<file path="src/rtl/branch_pred_gshare.sv">
// ---------------------------------------------------------------------------
// branch_pred_gshare
//
// Fetch-stage conditional branch predictor. A table of 2^IDX_BITS two-bit
// saturating counters is indexed by PC bits XORed with a global history
// register (gshare). With GHR_BITS = 0 the history disappears and the table
// is indexed by PC bits alone (bimodal).
//
// The prediction path is purely combinational: the instruction being fetched
// gets its direction, target and the bookkeeping values (index, history
// snapshot) in the same cycle. EX returns those bookkeeping values with the
// resolved outcome so the right counter is trained and, on a mispredict, the
// history is rebuilt from the snapshot plus the real outcome.
//
// Ports
//   clk            clock, all state changes on its rising edge
//   rst            asynchronous active-high reset
//   pc_1           PC of the instruction being fetched
//   branch         pre-decoder flag: instruction is a conditional branch
//   offset         branch offset, sign-extended to form the target
//   pred_taken     predicted taken (forced low when branch = 0)
//   pred_addr      pc_1 + sign-extended offset, modulo 2^32
//   pred_idx       counter index used this cycle (carried to EX)
//   pred_ghr       history before this prediction's shift (carried to EX)
//   upd_valid      EX resolved a branch this cycle
//   upd_taken      resolved direction
//   upd_idx        pred_idx that travelled with the resolved branch
//   upd_ghr        pred_ghr that travelled with the resolved branch
//   upd_mispredict resolved direction differs from the prediction
//
// Parameters
//   IDX_BITS  log2 of the counter table size
//   GHR_BITS  history length, 0..IDX_BITS (0 = bimodal)
//   PC_LSB    lowest PC bit used to form the index
//   CTR_INIT  counter value after reset
// ---------------------------------------------------------------------------
module branch_pred_gshare #(
    parameter int         IDX_BITS = 6,
    parameter int         GHR_BITS = 4,
    parameter int         PC_LSB   = 0,
    parameter logic [1:0] CTR_INIT = 2'd2,
    localparam int        GW       = (GHR_BITS > 0) ? GHR_BITS : 1
) (
    input  logic                clk,
    input  logic                rst,
    input  logic [31:0]         pc_1,
    input  logic                branch,
    input  logic [15:0]         offset,
    output logic                pred_taken,
    output logic [31:0]         pred_addr,
    output logic [IDX_BITS-1:0] pred_idx,
    output logic [GW-1:0]       pred_ghr,
    input  logic                upd_valid,
    input  logic                upd_taken,
    input  logic [IDX_BITS-1:0] upd_idx,
    input  logic [GW-1:0]       upd_ghr,
    input  logic                upd_mispredict
);

    localparam int N_CTR = 1 << IDX_BITS;

    logic [IDX_BITS-1:0] pc_idx;
    logic [IDX_BITS-1:0] rd_idx;
    logic [GW-1:0]       ghr_reg;
    logic [1:0]          ctr_val [N_CTR];
    logic                pred_dir;

    // -----------------------------------------------------------------------
    // Prediction path (combinational)
    // -----------------------------------------------------------------------
    assign pc_idx     = pc_1[PC_LSB +: IDX_BITS];

    // Counter MSB is the direction. The table is read before any same-cycle
    // training lands, so a colliding update is seen only from the next cycle.
    assign pred_dir   = ctr_val[rd_idx][1];
    assign pred_taken = branch & pred_dir;

    // Target is produced for every fetch; the consumer qualifies it.
    assign pred_addr  = pc_1 + {{16{offset[15]}}, offset};

    assign pred_idx   = rd_idx;
    assign pred_ghr   = ghr_reg;

    // -----------------------------------------------------------------------
    // Counter table
    //
    // Each counter is its own register so the whole table clears on the
    // asynchronous reset. Only the entry addressed by upd_idx moves.
    // -----------------------------------------------------------------------
    genvar gi;
    for (gi = 0; gi < N_CTR; gi++) begin : g_ctr
        logic [1:0] ctr_reg;
        logic [1:0] ctr_next;
        logic       hit;

        assign hit = upd_valid && (upd_idx == IDX_BITS'(gi));

        // Saturating step: taken counts up towards 3, not-taken down to 0.
        always_comb begin
            ctr_next = ctr_reg;
            if (hit) begin
                if (upd_taken) begin
                    if (ctr_reg != 2'd3) begin
                        ctr_next = ctr_reg + 2'd1;
                    end
                end else begin
                    if (ctr_reg != 2'd0) begin
                        ctr_next = ctr_reg - 2'd1;
                    end
                end
            end
        end

        always_ff @(posedge clk or posedge rst) begin
            if (rst) begin
                ctr_reg <= CTR_INIT;
            end else begin
                ctr_reg <= ctr_next;
            end
        end

        assign ctr_val[gi] = ctr_reg;
    end

    // -----------------------------------------------------------------------
    // Global history
    // -----------------------------------------------------------------------
    if (GHR_BITS == 0) begin : g_bimodal
        // No history: index straight from the PC, snapshot reads as zero.
        // The repair inputs have nothing to act on in this configuration.
        logic unused_repair;

        assign ghr_reg       = '0;
        assign rd_idx        = pc_idx;
        assign unused_repair = ^{upd_ghr, upd_mispredict};
    end else begin : g_gshare
        logic [GW-1:0] ghr_next;
        logic          recover;

        // History occupies the low index bits; upper bits see PC only.
        assign rd_idx  = pc_idx ^ IDX_BITS'(ghr_reg);

        // A mispredict in EX wins over the fetch-side speculative shift:
        // the branch being fetched this cycle is on the wrong path anyway,
        // so its guess must not leave a trace in the history.
        assign recover = upd_valid & upd_mispredict;

        if (GHR_BITS == 1) begin : g_len1
            // A one-bit history only remembers the latest outcome, so the
            // snapshot carried back from EX carries no useful information.
            logic unused_snapshot;

            assign unused_snapshot = ^upd_ghr;

            always_comb begin
                ghr_next = ghr_reg;
                if (recover) begin
                    ghr_next = upd_taken;
                end else if (branch) begin
                    ghr_next = pred_taken;
                end
            end
        end else begin : g_lenn
            // The oldest snapshot bit is shifted out during repair.
            logic unused_snapshot_msb;

            assign unused_snapshot_msb = upd_ghr[GHR_BITS-1];

            always_comb begin
                ghr_next = ghr_reg;
                if (recover) begin
                    ghr_next = {upd_ghr[GHR_BITS-2:0], upd_taken};
                end else if (branch) begin
                    ghr_next = {ghr_reg[GHR_BITS-2:0], pred_taken};
                end
            end
        end

        always_ff @(posedge clk or posedge rst) begin
            if (rst) begin
                ghr_reg <= '0;
            end else begin
                ghr_reg <= ghr_next;
            end
        end
    end

endmodule

</file>
<file path="config.mk">
export PLATFORM = sky130hd
export DESIGN_NAME = branch_pred_gshare
export DESIGN_NICKNAME = d
export VERILOG_FILES = /design/src/rtl/branch_pred_gshare.sv
export SDC_FILE = /design/constraint.sdc
export NUM_CORES = 1
export LEC_CHECK = 0
export ABC_CLOCK_PERIOD_IN_PS = 4750
export CELL_PAD_IN_SITES_DETAIL_PLACEMENT = 1
export CELL_PAD_IN_SITES_GLOBAL_PLACEMENT = 2
export CORE_MARGIN = 2
export CORE_UTILIZATION = 34
export DETAILED_ROUTE_END_ITERATION = 7
export PLACE_DENSITY = 0.79
export SLEW_MARGIN = 20
export SYNTH_ARGS = -nofsm -noshare
export SYNTH_HDL_FRONTEND = slang
export SYNTH_SLANG_ARGS = --single-unit
</file>
<file path="constraint.sdc">
create_clock -name clk -period 4.75 [get_ports clk]
set_input_delay 0.95 -clock clk [delete_from_list [all_inputs] [get_ports clk]]
set_output_delay 0.95 -clock clk [all_outputs]
set_load 0.01 [all_outputs]
</file>
==> flow_metrics.env <==
export IMPL_clk_path_buf_depth=2
export IMPL_die_h_um=168
export IMPL_worst_slack_ns=0.0785
export IMPL_slew_viol_final=0
export IMPL_hold_violations=0
export IMPL_rows=59
export IMPL_slew_headroom_pct=33.1
export IMPL_grt_max_degree=177
export IMPL_cts_buffers=17
export IMPL_final_instance_count_excl_fill=1630
export IMPL_start_util_pct=34.8
export IMPL_ys_ff_latch=132
export IMPL_clkTransAtPathRegs_ns=0.06
export IMPL_rrSetupSlack_ns=2.14
export IMPL_grt_pass1_wl_mm=48.0
export IMPL_yosysWarnings=0
export IMPL_finalSetupViolCount=0
export IMPL_grt_pass1_vias=8942
export IMPL_insertedDiodeCount=0
export IMPL_synth_area_leaders="dfrtp_1 (19%), dfstp_2 (18%), o21ai_0 (11%)"
export IMPL_synth_top_flop_cell="dfrtp_1"
export IMPL_worst_r2r_cell_count=10
export IMPL_drt_iter0_drc=423
export IMPL_drive_gt1_share_pct=18.3
export IMPL_die_area_um2=28100
export IMPL_max_freq_mhz=214
export IMPL_leakagePower_nw=4.80
export IMPL_worst_skew_pair_late_latency_ns=0.43
export IMPL_core_area_um2=26200
export IMPL_cts_tree="done"
export IMPL_synthesis_area_um2=9120
export IMPL_syn_area_per_cell_um2=8.15
export IMPL_grt_use_total_pct=21.4
export IMPL_crit_required_ns=3.80
export IMPL_antenna_found_initial=0
export IMPL_cts_root_buf="clkbuf_16"
export IMPL_clock_sinks=132
export IMPL_vias=8801
export IMPL_final_nets=1378
export IMPL_die_x_um=168
export IMPL_htreeDepth=4
export IMPL_syn_nets=1215
export IMPL_dp_cells=1590
export IMPL_hpwl_mm=20.9
export IMPL_power_mw=3.60
export IMPL_fillers=3110
export IMPL_drt_first_pass_iters=5
export IMPL_max_cap_violations=0
export IMPL_synth_edff_count=0
export IMPL_ir_worst_vdd_v=0.000179
export IMPL_crit_arrival_ns=3.72
export IMPL_final_cell_mix="o21ai_0 (191), a21oi_1 (135), nand2_1 (122), nor2_1 (113), clkdlybuf4s50_1 (87)"
export IMPL_worstMarginPinSlew_ns=1.00
export IMPL_synth_area_leader_cell="dfrtp_1"
export IMPL_min_period_over_period_pct=98.3
export IMPL_drc=0
export IMPL_setup_tns_ns=0
export IMPL_place_gp_congestion=0.784
export IMPL_numPortBuffers=105
export IMPL_via_per_inst=5.40
export IMPL_clock_skew_ns=0.00734
export IMPL_dp_slack_ns=-0.496
export IMPL_totalWireLength_mm=29.2
export IMPL_end_kind="output pin"
export IMPL_async_reset_ff_share_pct=100
export IMPL_fin_crit_ns=4.67
export IMPL_wl_per_cell_um=17.9
export IMPL_area_growth_pct=29.9
export IMPL_yosysUniqueCellTypes=58
export IMPL_setup_worst_path_start="pc_1[4]"
export IMPL_startpoint_type="input pin"
export IMPL_ant_nets=0
export IMPL_syn_inst=1119
export IMPL_status="completed"
export IMPL_final_common_cell="o21ai_0"
export IMPL_rsz0062_at_grt="true"
export IMPL_ys_seq_area_share_pct=37.1
export IMPL_power_density_nw_per_um2=305
export IMPL_critPathKind="input pin to output pin"
export IMPL_hp_class="flop to flop"
export IMPL_r2r_end="pred_ghr[0]"
export IMPL_largest_reg_flops=128
export IMPL_synth_top_area_share_pct=18.7
export IMPL_reg2reg_from="pred_ghr[0]"
export IMPL_critPathMaxFanout=4
export IMPL_io_pins=107
export IMPL_endpoint="pred_addr[28]"
export IMPL_gr_total_overflow=0
how the worst min path moves through the flow:
stage | from | endpoint | slack (ns) | cells past startpoint
floorplan | g_ctr[62].ctr_reg[1] | g_ctr[62].ctr_reg[1] | 0.46 | 2
global placement | g_ctr[62].ctr_reg[1] | g_ctr[62].ctr_reg[1] | 0.49 | 2
detailed placement | g_ctr[62].ctr_reg[1] | g_ctr[62].ctr_reg[1] | 0.50 | 2
CTS | g_ctr[62].ctr_reg[1] | g_ctr[62].ctr_reg[1] | 0.51 | 2
global route | g_ctr[39].ctr_reg[0] | g_ctr[39].ctr_reg[0] | 0.54 | 2
finish | g_ctr[62].ctr_reg[1] | g_ctr[62].ctr_reg[1] | 0.51 | 2
cell families (layout without fill, tap and decap cells):
kind of cell,after synthesis,in the layout,synth area share (%)
AO/OA/AOI/OAI,408,408,24.9
multiplexers,69,69,9.90
buffers and inverters,124,300,5.31
adder cells (fa/ha/maj),32,32,4.47
XOR/XNOR,24,24,2.47
flip-flops,132,132,37.1
AND/OR/NAND/NOR,330,330,15.9
Yosys cell counts, types with 16 or more instances:
cell type and number:
nor3_1 20, xnor2_1 16, a21oi_1 138, ha_1 31, nand2_1 122, clkbuf_1 42, mux2i_1 53, o21ai_0 195
dfrtp_1 68, dfstp_2 64, nand3_1 21, inv_1 75, nor2_1 113
critical path: stages:
cell and delay, ns:
clkdlybuf4s50_1 0.47, ha_4 0.32, nand2_1 0.11, o21ai_4 0.18, a2111oi_4 0.10, buf_4 0.16, nor4b_4 0.43, o211ai_4 0.16
buf_6 0.14, o2111a_1 0.21, a311o_1 0.32, buf_2 0.14
per-layer routing:
| layer | GRT usage (%) | vias up | part of all wire, % |
|---|---|---|---|
| met5 | 0 | - | 0 |
| met4 | 4.46 | 0 | 0.99 |
| met3 | 3.36 | 22 | 4.0 |
| met2 | 34.1 | 152 | 46 |
| met1 | 30.7 | 4324 | 49 |
| li1 | - | 4303 | - |
through the flow:
| step | hold WS, ns | area, um^2 | util, % |
|---|---|---|---|
| 3_5_place_dp | 0.498 | 11100 | 42.2 |
| 5_1_grt | 0.544 | 11800 | 45.2 |
| 2_1_floorplan | 0.463 | 9120 | - |
| 3_3_place_gp | 0.490 | 11100 | 42.2 |
| 6_report | 0.510 | 11800 | 45.2 |
| 4_1_cts | 0.510 | 11700 | 44.7 |
cell type report:
| type | count | area [um^2] | share of cell area (%) |
|---|---|---|---|
| multi-input cells | 863 | 5410 | 45.7 |
| flip-flops and latches | 132 | 3380 | 28.6 |
| repair buffers | 193 | 1770 | 15.0 |
| clock buffers | 17 | 425 | 3.59 |
| well taps | 335 | 419 | 3.54 |
| inverters | 75 | 287 | 2.42 |
| clock inverters | 15 | 146 | 1.24 |
where the power goes:
group          switching, mW  leakage (nW)  internal (mW)
sequential            0.0355          1.37           1.21
combinational          0.545          3.15          0.519
clock                  0.565         0.280          0.732
repair_timing:
action | in CTS | in global routing
endpoints found under the setup margin | 18 | 15
setup buffers | 4 | 4
pin swaps | 10 | 11
resized for setup | 33 | 23
hold buffers | 0 | 0
gates cloned | 1 | 0
(Power assumes the default switching activity.)
